`src/rtl/sweep_pkg.sv`:
```
// Shared types and default widths for the sweep controller.
package sweep_pkg;

    // Default width of step-valued fields and the step output.
    localparam int STEP_W_DEF  = 16;
    // Default width of the dwell count.
    localparam int DWELL_W_DEF = 16;

    // Sweep controller states.
    typedef enum logic [1:0] {
        IDLE = 2'd0,
        RUN  = 2'd1,
        DONE = 2'd2
    } state_e;

endpackage

```
`src/rtl/dwell_counter.sv`:
```
// Dwell counter: loadable down-counter with a zero flag.
// The count saturates at zero; load takes priority over decrement.
module dwell_counter
    import sweep_pkg::*;
#(
    parameter int DWELL_W = DWELL_W_DEF
) (
    input  logic               clk,
    input  logic               reset_n,
    input  logic               load,
    input  logic               dec,
    input  logic [DWELL_W-1:0] load_val,
    output logic               zero
);

    localparam logic [DWELL_W-1:0] CNT_ONE  = {{(DWELL_W-1){1'b0}}, 1'b1};
    localparam logic [DWELL_W-1:0] CNT_ZERO = {DWELL_W{1'b0}};

    logic [DWELL_W-1:0] cnt_q;
    logic [DWELL_W-1:0] cnt_d;

    // Next count: reload, count down toward zero, or hold.
    always_comb begin
        cnt_d = cnt_q;
        if (load) begin
            cnt_d = load_val;
        end else if (dec && (cnt_q != CNT_ZERO)) begin
            cnt_d = cnt_q - CNT_ONE;
        end else begin
            cnt_d = cnt_q;
        end
    end

    // Count register, cleared asynchronously.
    always_ff @(posedge clk or negedge reset_n) begin
        if (!reset_n) begin
            cnt_q <= CNT_ZERO;
        end else begin
            cnt_q <= cnt_d;
        end
    end

    assign zero = (cnt_q == CNT_ZERO);

endmodule

```
`src/rtl/sweep_ctrl.sv`:
```
// Sweep controller: steps an oscillator phase increment from a start value
// to an end value, holding each value for a programmable dwell.
// Optional feature macro: SWEEP_LOOP_EN (endless bounce between endpoints
// when the command requests it).
module sweep_ctrl
    import sweep_pkg::*;
#(
    parameter int STEP_W  = STEP_W_DEF,
    parameter int DWELL_W = DWELL_W_DEF
) (
    input  logic               clk,
    input  logic               reset_n,
    input  logic               cmd_valid,
    output logic               cmd_ready,
    input  logic [STEP_W-1:0]  cmd_start,
    input  logic [STEP_W-1:0]  cmd_end,
    input  logic [STEP_W-1:0]  cmd_inc,
    input  logic [DWELL_W-1:0] cmd_dwell,
    input  logic               cmd_loop,
    input  logic               abort,
    output logic [STEP_W-1:0]  step,
    output logic               osc_reset,
    output logic               busy,
    output logic               done
);

    localparam logic [STEP_W-1:0]  STEP_ZERO  = {STEP_W{1'b0}};
    localparam logic [STEP_W-1:0]  STEP_ONE   = {{(STEP_W-1){1'b0}}, 1'b1};
    localparam logic [DWELL_W-1:0] DWELL_ZERO = {DWELL_W{1'b0}};

    state_e             state_q,  state_d;
    logic [STEP_W-1:0]  step_q,   step_d;
    logic [STEP_W-1:0]  end_q,    end_d;
    logic [STEP_W-1:0]  inc_q,    inc_d;
    logic [DWELL_W-1:0] dwell_q,  dwell_d;
    logic               dir_up_q, dir_up_d;
    logic               osc_reset_q, osc_reset_d;
    logic               busy_q,   busy_d;
    logic               done_q,   done_d;

    logic               cnt_load_s;
    logic               cnt_dec_s;
    logic [DWELL_W-1:0] cnt_val_s;
    logic               cnt_zero_s;
    logic [STEP_W-1:0]  tgt_s;

`ifdef SWEEP_LOOP_EN
    logic [STEP_W-1:0]  start_q, start_d;
    logic [STEP_W-1:0]  tgt_q,   tgt_d;
    logic               loop_q,  loop_d;

    assign tgt_s = tgt_q;
`else
    logic               unused_loop_s;

    assign unused_loop_s = cmd_loop;
    assign tgt_s         = end_q;
`endif

    // Move one increment toward tgt in STEP_W+1 bits, clamping at tgt.
    function automatic logic [STEP_W-1:0] advance(
        input logic [STEP_W-1:0] cur,
        input logic [STEP_W-1:0] inc,
        input logic              up,
        input logic [STEP_W-1:0] tgt
    );
        logic [STEP_W:0]   sum;
        logic [STEP_W:0]   diff;
        logic [STEP_W-1:0] res;
        sum  = {1'b0, cur} + {1'b0, inc};
        diff = {1'b0, cur} - {1'b0, inc};
        if (up) begin
            if (sum >= {1'b0, tgt}) res = tgt;
            else                    res = sum[STEP_W-1:0];
        end else begin
            if (diff[STEP_W] || (diff[STEP_W-1:0] <= tgt)) res = tgt;
            else                                           res = diff[STEP_W-1:0];
        end
        return res;
    endfunction

    dwell_counter #(
        .DWELL_W (DWELL_W)
    ) u_dwell (
        .clk      (clk),
        .reset_n  (reset_n),
        .load     (cnt_load_s),
        .dec      (cnt_dec_s),
        .load_val (cnt_val_s),
        .zero     (cnt_zero_s)
    );

    // Next-state, command capture and step arithmetic.
    always_comb begin
        state_d     = state_q;
        step_d      = step_q;
        end_d       = end_q;
        inc_d       = inc_q;
        dwell_d     = dwell_q;
        dir_up_d    = dir_up_q;
        osc_reset_d = 1'b0;
        cnt_load_s  = 1'b0;
        cnt_dec_s   = 1'b0;
        cnt_val_s   = dwell_q;
`ifdef SWEEP_LOOP_EN
        start_d     = start_q;
        tgt_d       = tgt_q;
        loop_d      = loop_q;
`endif
        case (state_q)
            IDLE: begin
                if (cmd_valid && !abort) begin
                    state_d     = RUN;
                    step_d      = cmd_start;
                    end_d       = cmd_end;
                    inc_d       = (cmd_inc == STEP_ZERO) ? STEP_ONE : cmd_inc;
                    dwell_d     = cmd_dwell;
                    dir_up_d    = (cmd_start <= cmd_end);
                    osc_reset_d = 1'b1;
                    cnt_load_s  = 1'b1;
                    cnt_val_s   = cmd_dwell;
`ifdef SWEEP_LOOP_EN
                    start_d     = cmd_start;
                    tgt_d       = cmd_end;
                    loop_d      = cmd_loop;
`endif
                end else begin
                    state_d = IDLE;
                end
            end
            RUN: begin
                if (abort) begin
                    state_d = IDLE;
                end else if (cnt_zero_s) begin
                    if (step_q == tgt_s) begin
`ifdef SWEEP_LOOP_EN
                        if (loop_q) begin
                            // Bounce: head back toward the opposite endpoint.
                            dir_up_d   = !dir_up_q;
                            tgt_d      = (tgt_q == end_q) ? start_q : end_q;
                            step_d     = advance(step_q, inc_q, !dir_up_q, tgt_d);
                            cnt_load_s = 1'b1;
                        end else begin
                            state_d = DONE;
                        end
`else
                        state_d = DONE;
`endif
                    end else begin
                        step_d     = advance(step_q, inc_q, dir_up_q, tgt_s);
                        cnt_load_s = 1'b1;
                    end
                end else begin
                    cnt_dec_s = 1'b1;
                end
            end
            DONE: begin
                state_d = IDLE;
            end
            default: begin
                state_d = IDLE;
            end
        endcase
        busy_d = (state_d == RUN);
        done_d = (state_d == DONE);
    end

    // State, captured command and registered outputs.
    always_ff @(posedge clk or negedge reset_n) begin
        if (!reset_n) begin
            state_q     <= IDLE;
            step_q      <= STEP_ZERO;
            end_q       <= STEP_ZERO;
            inc_q       <= STEP_ZERO;
            dwell_q     <= DWELL_ZERO;
            dir_up_q    <= 1'b0;
            osc_reset_q <= 1'b0;
            busy_q      <= 1'b0;
            done_q      <= 1'b0;
`ifdef SWEEP_LOOP_EN
            start_q     <= STEP_ZERO;
            tgt_q       <= STEP_ZERO;
            loop_q      <= 1'b0;
`endif
        end else begin
            state_q     <= state_d;
            step_q      <= step_d;
            end_q       <= end_d;
            inc_q       <= inc_d;
            dwell_q     <= dwell_d;
            dir_up_q    <= dir_up_d;
            osc_reset_q <= osc_reset_d;
            busy_q      <= busy_d;
            done_q      <= done_d;
`ifdef SWEEP_LOOP_EN
            start_q     <= start_d;
            tgt_q       <= tgt_d;
            loop_q      <= loop_d;
`endif
        end
    end

    assign cmd_ready = (state_q == IDLE);
    assign step      = step_q;
    assign osc_reset = osc_reset_q;
    assign busy      = busy_q;
    assign done      = done_q;

endmodule

```
`config.mk`:
```
export PLATFORM = sky130hd
export DESIGN_NAME = sweep_ctrl
export DESIGN_NICKNAME = d
export VERILOG_FILES = /design/src/rtl/sweep_pkg.sv /design/src/rtl/dwell_counter.sv /design/src/rtl/sweep_ctrl.sv
export SDC_FILE = /design/constraint.sdc
export NUM_CORES = 1
export LEC_CHECK = 0
export BUFFER_PORTS_ARGS = -buffer_cell sky130_fd_sc_hd__buf_2
export CAP_MARGIN = 15
export CORE_ASPECT_RATIO = 2
export CORE_UTILIZATION = 54
export DETAILED_ROUTE_END_ITERATION = 8
export PLACE_DENSITY = 0.85
export SLEW_MARGIN = 15
export SYNTH_ARGS = -nofsm -noshare
export SYNTH_HDL_FRONTEND = slang
export SYNTH_SLANG_ARGS = --single-unit
```
`constraint.sdc`:
```
create_clock -name clk -period 4.3 [get_ports clk]
set_clock_uncertainty 0.1 [all_clocks]
set_input_delay 0.43 -clock clk [delete_from_list [all_inputs] [get_ports clk]]
set_output_delay 0.43 -clock clk [all_outputs]
set_load 0.01 [all_outputs]
```
Word level (Yosys, flattened, before mapping)
Cells that the tools add are included.
{"block": "word_totals", "reg_bits": 86, "latch_bits": 0, "mem_bits_rw": 0, "romBits": 0, "in_bits": 69, "out_inout_bits": 20, "wordCells": 63, "mem_count": 0}
{"block": "op_classes", "addsub": 3, "n_mul": 0, "n_div": 0, "order_cmp": 3, "eq_ne": 8, "shift": 0, "muxes": 27, "bitwise_logic": 0, "n_reduce_logical": 12}
{"op": "16-bit two-way mux", "count": 12}
{"op": "16-bit <= comparator", "count": 2}
{"op": "16-bit zero test", "count": 2}
{"op": "16-bit case mux with 2 select lines", "count": 1}
{"op": "16-bit by 16-bit adder with 17-bit output", "count": 1}
{"op": "17-bit by 16-bit >= comparator with 1-bit output", "count": 1}
{"op": "16-bit by 16-bit subtractor with 17-bit output", "count": 1}
{"op": "16-bit equality test", "count": 1}
{"op": "16-bit nonzero test", "count": 1}
{"op": "16-bit by 1-bit subtractor with 16-bit output (second input constant)", "count": 1}
{"op": "1-bit two-way mux", "count": 9}
{"op": "2-bit two-way mux", "count": 3}
{"op": "2-bit inequality test (second input constant)", "count": 3}
{"op": "5-bit AND reduction", "count": 1}
{"op": "2-bit by 1-bit equality test with 1-bit output (second input constant)", "count": 2}
{"op": "2-bit case mux with 2 select lines", "count": 1}
{"op": "2-bit nonzero test", "count": 2}
{"op": "2-bit equality test (second input constant)", "count": 1}
{"op": "1-bit logical AND", "count": 2}
{"op": "2-bit zero test", "count": 1}
{"op": "2-bit by 1-bit inequality test with 1-bit output (second input constant)", "count": 1}
{"op": "1-bit case mux with 2 select lines", "count": 1}
{"op": "2-bit AND reduction", "count": 1}
{"op": "1-bit zero test", "count": 1}
{"op": "1-bit logical OR", "count": 1}

Longest topological paths before layout
{"block": "logic_depth", "depth_word": 9, "depth_mapped": 20, "mapped_depth_nobuf": 19}

Cells and area by module
From an unflattened synthesis, not the netlist that was laid out.
{"block": "hier_totals", "cells_unflattened": 805, "area_unflattened_um2": 6946.7}
{"mod": "sweep_ctrl", "n_inst": 1, "cells_per_inst": 681, "area_per_inst_um2": 5883.1, "seq_area_each_um2": 1751.7}
{"mod": "dwell_counter", "n_inst": 1, "cells_per_inst": 124, "area_per_inst_um2": 1063.5, "seq_area_each_um2": 400.4}

Least setup slack after synthesis
Ideal clock, no wire load.
{"block": "synth_timing", "kind": "register to register", "startpoint": "reg step_q[0], in the netlist step[0]", "endpoint": "reg step_q[5], in the netlist step[5]", "setup_ns": 0.134, "t_arrival_ns": 4.064, "t_required_ns": 4.066, "slack_ns": 0.002, "path_stages_with_launch": 20, "n_path_buf": 0, "period_less_slack_ns": 4.298, "cell_sequence": "dfrtp_1 > inv_1 > ha_1 > inv_1 > fa_1 > a21o_1 > a311oi_1 > nor4b_1 > nor4_1 > o31ai_1 > xnor2_1 > ha_1 > nand3_1 > or3_1 > o21ai_0 > a211oi_1 > a211oi_2 > a211oi_1 > a2111oi_0 > o21ai_1"}
{"block": "synth_between", "elab_chain_len": 9, "elab_cells_between_ends": 15, "classes_between": "add/sub: 2; order compare: 2; eq/ne: 2; mux: 7; reduce/logical: 2"}
{"item": "from (decl)", "line": "sweep_ctrl.sv:32", "text": "logic [STEP_W-1:0] step_q, step_d;"}
{"item": "from (signal assigned)", "line": "sweep_ctrl.sv:187", "text": "step_q <= step_d;"}
{"item": "16-bit by 16-bit subtractor with 17-bit output", "line": "sweep_ctrl.sv:71", "text": "diff = {1'b0, cur} - {1'b0, inc};"}
{"item": "16-bit <= comparator", "line": "sweep_ctrl.sv:76", "text": "if (diff[STEP_W] || (diff[STEP_W-1:0] <= tgt)) res = tgt;"}
{"item": "1-bit logical OR", "line": "sweep_ctrl.sv:76"}
{"item": "16-bit two-way mux", "line": "sweep_ctrl.sv:76"}
{"item": "16-bit two-way mux", "line": "sweep_ctrl.sv:72", "text": "if (up) begin"}
{"item": "16-bit two-way mux", "line": "sweep_ctrl.sv:135", "text": "if (step_q == tgt_s) begin"}
{"item": "16-bit two-way mux", "line": "sweep_ctrl.sv:134", "text": "end else if (cnt_zero_s) begin"}
{"item": "16-bit two-way mux", "line": "sweep_ctrl.sv:132", "text": "if (abort) begin"}
{"item": "16-bit case mux with 2 select lines", "line": "sweep_ctrl.sv:110", "text": "case (state_q)"}
Several ways; a longest one is shown, not always the timed one. The select of a mux whose other input is x is not followed.
A chain may end at the register's enable or synchronous reset.

Final worst setup path
{"block": "layout_timing", "startpoint": "reg step_q[0], in the netlist step[0]", "endpoint": "reg step_q[4], in the netlist step[4]"}
Same word-level chain as after synthesis.

==> metrics.txt <==
# TYPE chip_impl_metric gauge
chip_impl_info{name="crit_path_cell_trace",value="inv_2 -> ha_4 -> inv_2 -> fa_2 -> a21o_1 -> a311oi_4 -> nor4b_4 -> nor4_1 -> o31ai_1 -> xnor2_1 -> ha_1 -> a21o_1 -> a21oi_2 -> o21ai_4 -> a211oi_4 -> a211oi_2 -> buf_4 -> buf_6 -> a32o_1 -> a211oi_2 -> o21ai_1"} 1
chip_impl_metric{name="ys_ff_latch",unit=""} 86
chip_impl_metric{name="finish.cell_count_without_fillers",unit=""} 1124
chip_impl_metric{name="grt_remaining_overflow",unit=""} 0
chip_impl_metric{name="setup_viol_count_final",unit=""} 16
chip_impl_metric{name="buffer_ports.inserted",unit=""} 87
chip_impl_metric{name="dp_cells",unit=""} 1088
chip_impl_metric{name="timing.slew.headroom",unit=""} 0.4800
chip_impl_metric{name="drt_wl_total",unit="mm"} 24.87
chip_impl_info{name="timing.critical_path.slowest_stage_cell",value="dfrtp_1"} 1
chip_impl_metric{name="max_cap_viol_count",unit=""} 0
chip_impl_metric{name="final-hold-violation-count",unit=""} 0
chip_impl_metric{name="post_synth_mux_area_share",unit=""} 0.02920
chip_impl_metric{name="groute.layer.met2.usage",unit=""} 0.6379
chip_impl_info{name="timing.hold.worst.class",value="input port to asynchronous set/reset pin"} 1
chip_impl_metric{name="clkLatencyLatePin",unit="ns"} 0.36
chip_impl_metric{name="setup_slack_after_layout",unit="ns"} -0.2890
chip_impl_metric{name="timing.critical_path.arrival",unit="ns"} 4.72
chip_impl_info{name="endpoint_kind",value="flip-flop"} 1
chip_impl_metric{name="total_cell_area_at_the_placement_stage",unit="sq um"} 8082
chip_impl_metric{name="viasPerCell",unit=""} 6.489
chip_impl_metric{name="postRouteAntennaNets",unit=""} 0
chip_impl_info{name="worstReg2RegStart",value="step[0]$_DFFE_PN0P_"} 1
chip_impl_metric{name="synth_edf_count",unit=""} 0
chip_impl_metric{name="globalplace.congestion",unit=""} 1.012
chip_impl_info{name="synth_area_leaders",value="dfrtp_1 (31%), ha_1 (15%), o21ai_0 (4.1%)"} 1
chip_impl_info{name="synth_top_flop_cell",value="dfrtp_1"} 1
chip_impl_metric{name="sequential_cell_area",unit="sq um"} 2152
chip_impl_metric{name="vdd_ir_drop_max",unit="uV"} 439.8
chip_impl_metric{name="fmax",unit="MHz"} 217.9
chip_impl_metric{name="overall_power",unit="W"} 0.006540
chip_impl_metric{name="vias_in_the_first_global_route",unit=""} 7482
chip_impl_metric{name="pin_count",unit=""} 89
chip_impl_metric{name="drc_errors",unit=""} 1
chip_impl_metric{name="design_area",unit="sq um"} 8912
chip_impl_metric{name="cts_htree_levels",unit=""} 3
chip_impl_metric{name="gr-usage-met1",unit=""} 0.3836
chip_impl_metric{name="worst_path_largest_cell_delay",unit="ns"} 0.42
chip_impl_metric{name="worstMarginPinSlew",unit="ns"} 0.7791
chip_impl_metric{name="post-route-util",unit=""} 0.7140
chip_impl_info{name="synth_area_leader_cell",value="dfrtp_1"} 1
chip_impl_metric{name="floorplan.core_area",unit="sq um"} 12480
chip_impl_metric{name="syn-num-nets",unit=""} 941
chip_impl_metric{name="initial_core_util",unit=""} 0.5527
chip_impl_metric{name="post-route-min-period",unit="ns"} 4.589
chip_impl_info{name="outcome",value="finished, violations left"} 1
chip_impl_metric{name="synthesis.area",unit="sq um"} 6899
chip_impl_metric{name="drt_first_pass_iters",unit=""} 9
chip_impl_metric{name="wl_per_cell",unit="um"} 22.12
chip_impl_info{name="synthTopCellsByCount",value="dfrtp_1 (86), ha_1 (82), nand2_1 (75)"} 1
chip_impl_info{name="unrepaired_setup_endpoints_after_global_routing",value="yes"} 1
chip_impl_info{name="criticalPathCategory",value="flip-flop to flip-flop"} 1
chip_impl_metric{name="synth_top_area_frac",unit=""} 0.3119
chip_impl_metric{name="global_route_wire_length_before_repair",unit="mm"} 37.00
chip_impl_metric{name="globalRouteMet3Util",unit=""} 0.08146
chip_impl_info{name="violations_in_the_final_reports",value="DRC, setup timing"} 1
chip_impl_metric{name="timing.final.max_slew_violations",unit=""} 0
chip_impl_metric{name="grt_antenna_before_repair",unit=""} 0
chip_impl_metric{name="clock_sinks",unit=""} 86
chip_impl_metric{name="area_overhead_of_the_layout_relative_to_synthesis",unit="%"} 29.18
chip_impl_metric{name="leakagePower",unit="nW"} 4.182
chip_impl_metric{name="min_period_over_period",unit=""} 1.067
chip_impl_metric{name="grt_usage",unit=""} 0.3802
chip_impl_metric{name="synth_fa_ha_area_frac",unit=""} 0.1545
chip_impl_metric{name="post_synth_xor_area_fraction",unit=""} 0.05713
chip_impl_info{name="synth_top_family_by_area",value="compound AO/OA/AOI/OAI gates"} 1
chip_impl_metric{name="crit_path_max_fanout",unit=""} 6
chip_impl_info{name="synth_most_common_cell",value="dfrtp_1"} 1
chip_impl_metric{name="cts.path.max_buffers",unit=""} 2
chip_impl_metric{name="fp.dieArea",unit="sq um"} 13260
chip_impl_metric{name="timing.setup.tns",unit="ns"} -3.008
chip_impl_metric{name="share_of_the_synthesized_area_in_compound_gates_ao_oa_aoi_oai",unit=""} 0.2193
chip_impl_metric{name="hold_buffers",unit=""} 0
chip_impl_metric{name="chipWidth",unit="um"} 81.93
chip_impl_metric{name="critical_path_required",unit="ns"} 4.43
chip_impl_metric{name="power_per_cell_area",unit="nW/um^2"} 733.8
chip_impl_metric{name="grt_max_degree",unit=""} 62
chip_impl_metric{name="route.vias.total",unit=""} 7294
chip_impl_metric{name="drtIter0Drc",unit=""} 692
chip_impl_metric{name="reg2regPathDepth",unit=""} 21
chip_impl_metric{name="final_layout_size_suffix_gt1_frac",unit=""} 0.3193
chip_impl_metric{name="syn-instance-count",unit=""} 788
chip_impl_metric{name="async_flop_share",unit=""} 1.000
chip_impl_metric{name="std_cell_rows",unit=""} 58
chip_impl_metric{name="synthesized_area_fraction_occupied_by_and_or_nand_nor_cells",unit=""} 0.1687
chip_impl_info{name="clockRootBuffer",value="clkbuf_16"} 1
chip_impl_metric{name="fillerInstances",unit=""} 882
chip_impl_metric{name="netlist-cell-type-count",unit=""} 76
chip_impl_metric{name="numCtsBuffers",unit=""} 9
chip_impl_metric{name="seq_area_frac_synth",unit=""} 0.3119
chip_impl_metric{name="rrSetupSlack",unit="ns"} -0.29
chip_impl_info{name="tritoncts",value="built"} 1
chip_impl_info{name="timing.rr.end",value="step[4]$_DFFE_PN0P_"} 1
chip_impl_metric{name="dp_hpwl",unit="mm"} 17.47
chip_impl_metric{name="die_height",unit="um"} 161.9
chip_impl_info{name="global_route.peak_usage_layer",value="met2"} 1
chip_impl_metric{name="worst_setup_hold_path_clk_slew",unit="ns"} 0.07
chip_impl_metric{name="yosys_warnings",unit=""} 0
chip_impl_metric{name="final_nets",unit=""} 1122
chip_impl_info{name="crit_path_start_kind",value="flip-flop"} 1
chip_impl_metric{name="antennaDiodeCount",unit=""} 0
chip_impl_metric{name="synthesis.area_per_instance",unit="sq um"} 8.755
chip_impl_metric{name="area_used_by_multi_input_combinational_logic",unit="sq um"} 4684
==> critical path: cells and delay by family (launching register included) <==
family / cells / cell delay (ns)
xor+xnor: 1 / 0.25
simple gates: 2 / 0.32
flops: 1 / 0.42
compound gates: 11 / 2.11
buf+inv: 4 / 0.45
fa+ha+maj: 3 / 0.81
==> power breakdown <==
| part | leakage, nW | switching, W | internal [W] |
|---|---|---|---|
| logic | 2.99 | 0.00253 | 0.00204 |
| clock network | 0.146 | 0.000365 | 0.000429 |
| registers | 1.04 | 0.000176 | 0.000999 |
| total | 4.18 | 0.00307 | 0.00347 |
==> layer usage <==
| metal | vias to the layer above | share of wire |
|---|---|---|
| li1 | 3189 | - |
| met3 | 195 | 0.074 |
| met2 | 475 | 0.50 |
| met1 | 3435 | 0.32 |
| met4 | 0 | 0.10 |
| met5 | - | 0 |
==> sequential cells by signal, indices dropped and copies added (netlist names) <==
name / cells
u_dwell.cnt_q: 16
dir_up_q: 1
done: 1
inc_q: 16
end_q: 16
step: 16
dwell_q: 16
busy: 1
osc_reset: 1
state_q: 2
==> placed cells by master (no fill, tap or decap), types with 5 or more instances in the layout <==
cell	netlist	final
nor2_1	52	49
clkbuf_16	0	9
o21ai_2	4	5
buf_6	3	10
nor2b_1	10	8
or2_2	6	6
nand2b_1	9	8
a21oi_1	43	42
buf_4	0	105
dfrtp_1	86	86
xnor2_1	24	21
ha_1	82	77
nor4_1	11	11
inv_1	62	59
xor2_1	21	21
mux2_2	17	17
nand4_1	12	12
o211ai_1	9	9
a22o_1	7	7
o21ai_1	8	8
o21bai_1	5	5
o21ai_0	57	55
a211oi_2	1	6
nor3_1	18	16
or3_1	9	8
a221o_1	6	6
o21a_1	9	9
nand3_1	15	14
buf_2	9	86
nand2_1	75	75
a21o_1	11	11
==> logic make-up after synthesis <==
logic type      Yosys count
compound gates          222
xor+xnor                 45
fa+ha+maj                84
buf+inv                  97
flops                    86
mux                      18
simple gates            236
==> worst max-delay path by stage <==
| stage | slack, ns | start | end | cells past startpoint |
|---|---|---|---|---|
| floorplan | 0.002 | step[0]$_DFFE_PN0P_ | step[5]$_DFFE_PN0P_ | 19 |
| global placement | -0.36 | step[0]$_DFFE_PN0P_ | step[7]$_DFFE_PN0P_ | 19 |
| detailed placement | -0.52 | step[1]$_DFFE_PN0P_ | step[3]$_DFFE_PN0P_ | 20 |
| CTS | -0.03 | inc_q[0]$_DFFE_PN0P_ | step[4]$_DFFE_PN0P_ | 21 |
| global route | -0.37 | step[0]$_DFFE_PN0P_ | step[4]$_DFFE_PN0P_ | 21 |
| finish | -0.29 | step[0]$_DFFE_PN0P_ | step[4]$_DFFE_PN0P_ | 21 |
==> area by class of cell <==
| cell class | instances | area share |
|---|---|---|
| clock inverter | 5 | 0.004492 |
| inverter | 65 | 0.02738 |
| sequential | 86 | 0.2415 |
| tap | 150 | 0.02106 |
| clock buffer | 11 | 0.02836 |
| multi-input combinational | 605 | 0.5256 |
| timing repair buffer | 202 | 0.1516 |
==> metrics by stage <==
step                hold WS (ns)  setup slack [ns]
global placement          0.3832           -0.3570
floorplan                0.03441          0.002367
finish                   0.02497           -0.2890
global route             0.07888           -0.3682
CTS                      0.04804          -0.03170
detailed placement        0.3885           -0.5178
==> timing repair <==
item	in CTS	in global routing
cloned	0	0
resized for setup	44	33
pin swaps	28	9
endpoints found under the setup margin	16	16
setup buffers	14	8
Note: power is estimated with default switching activity, not from simulation.
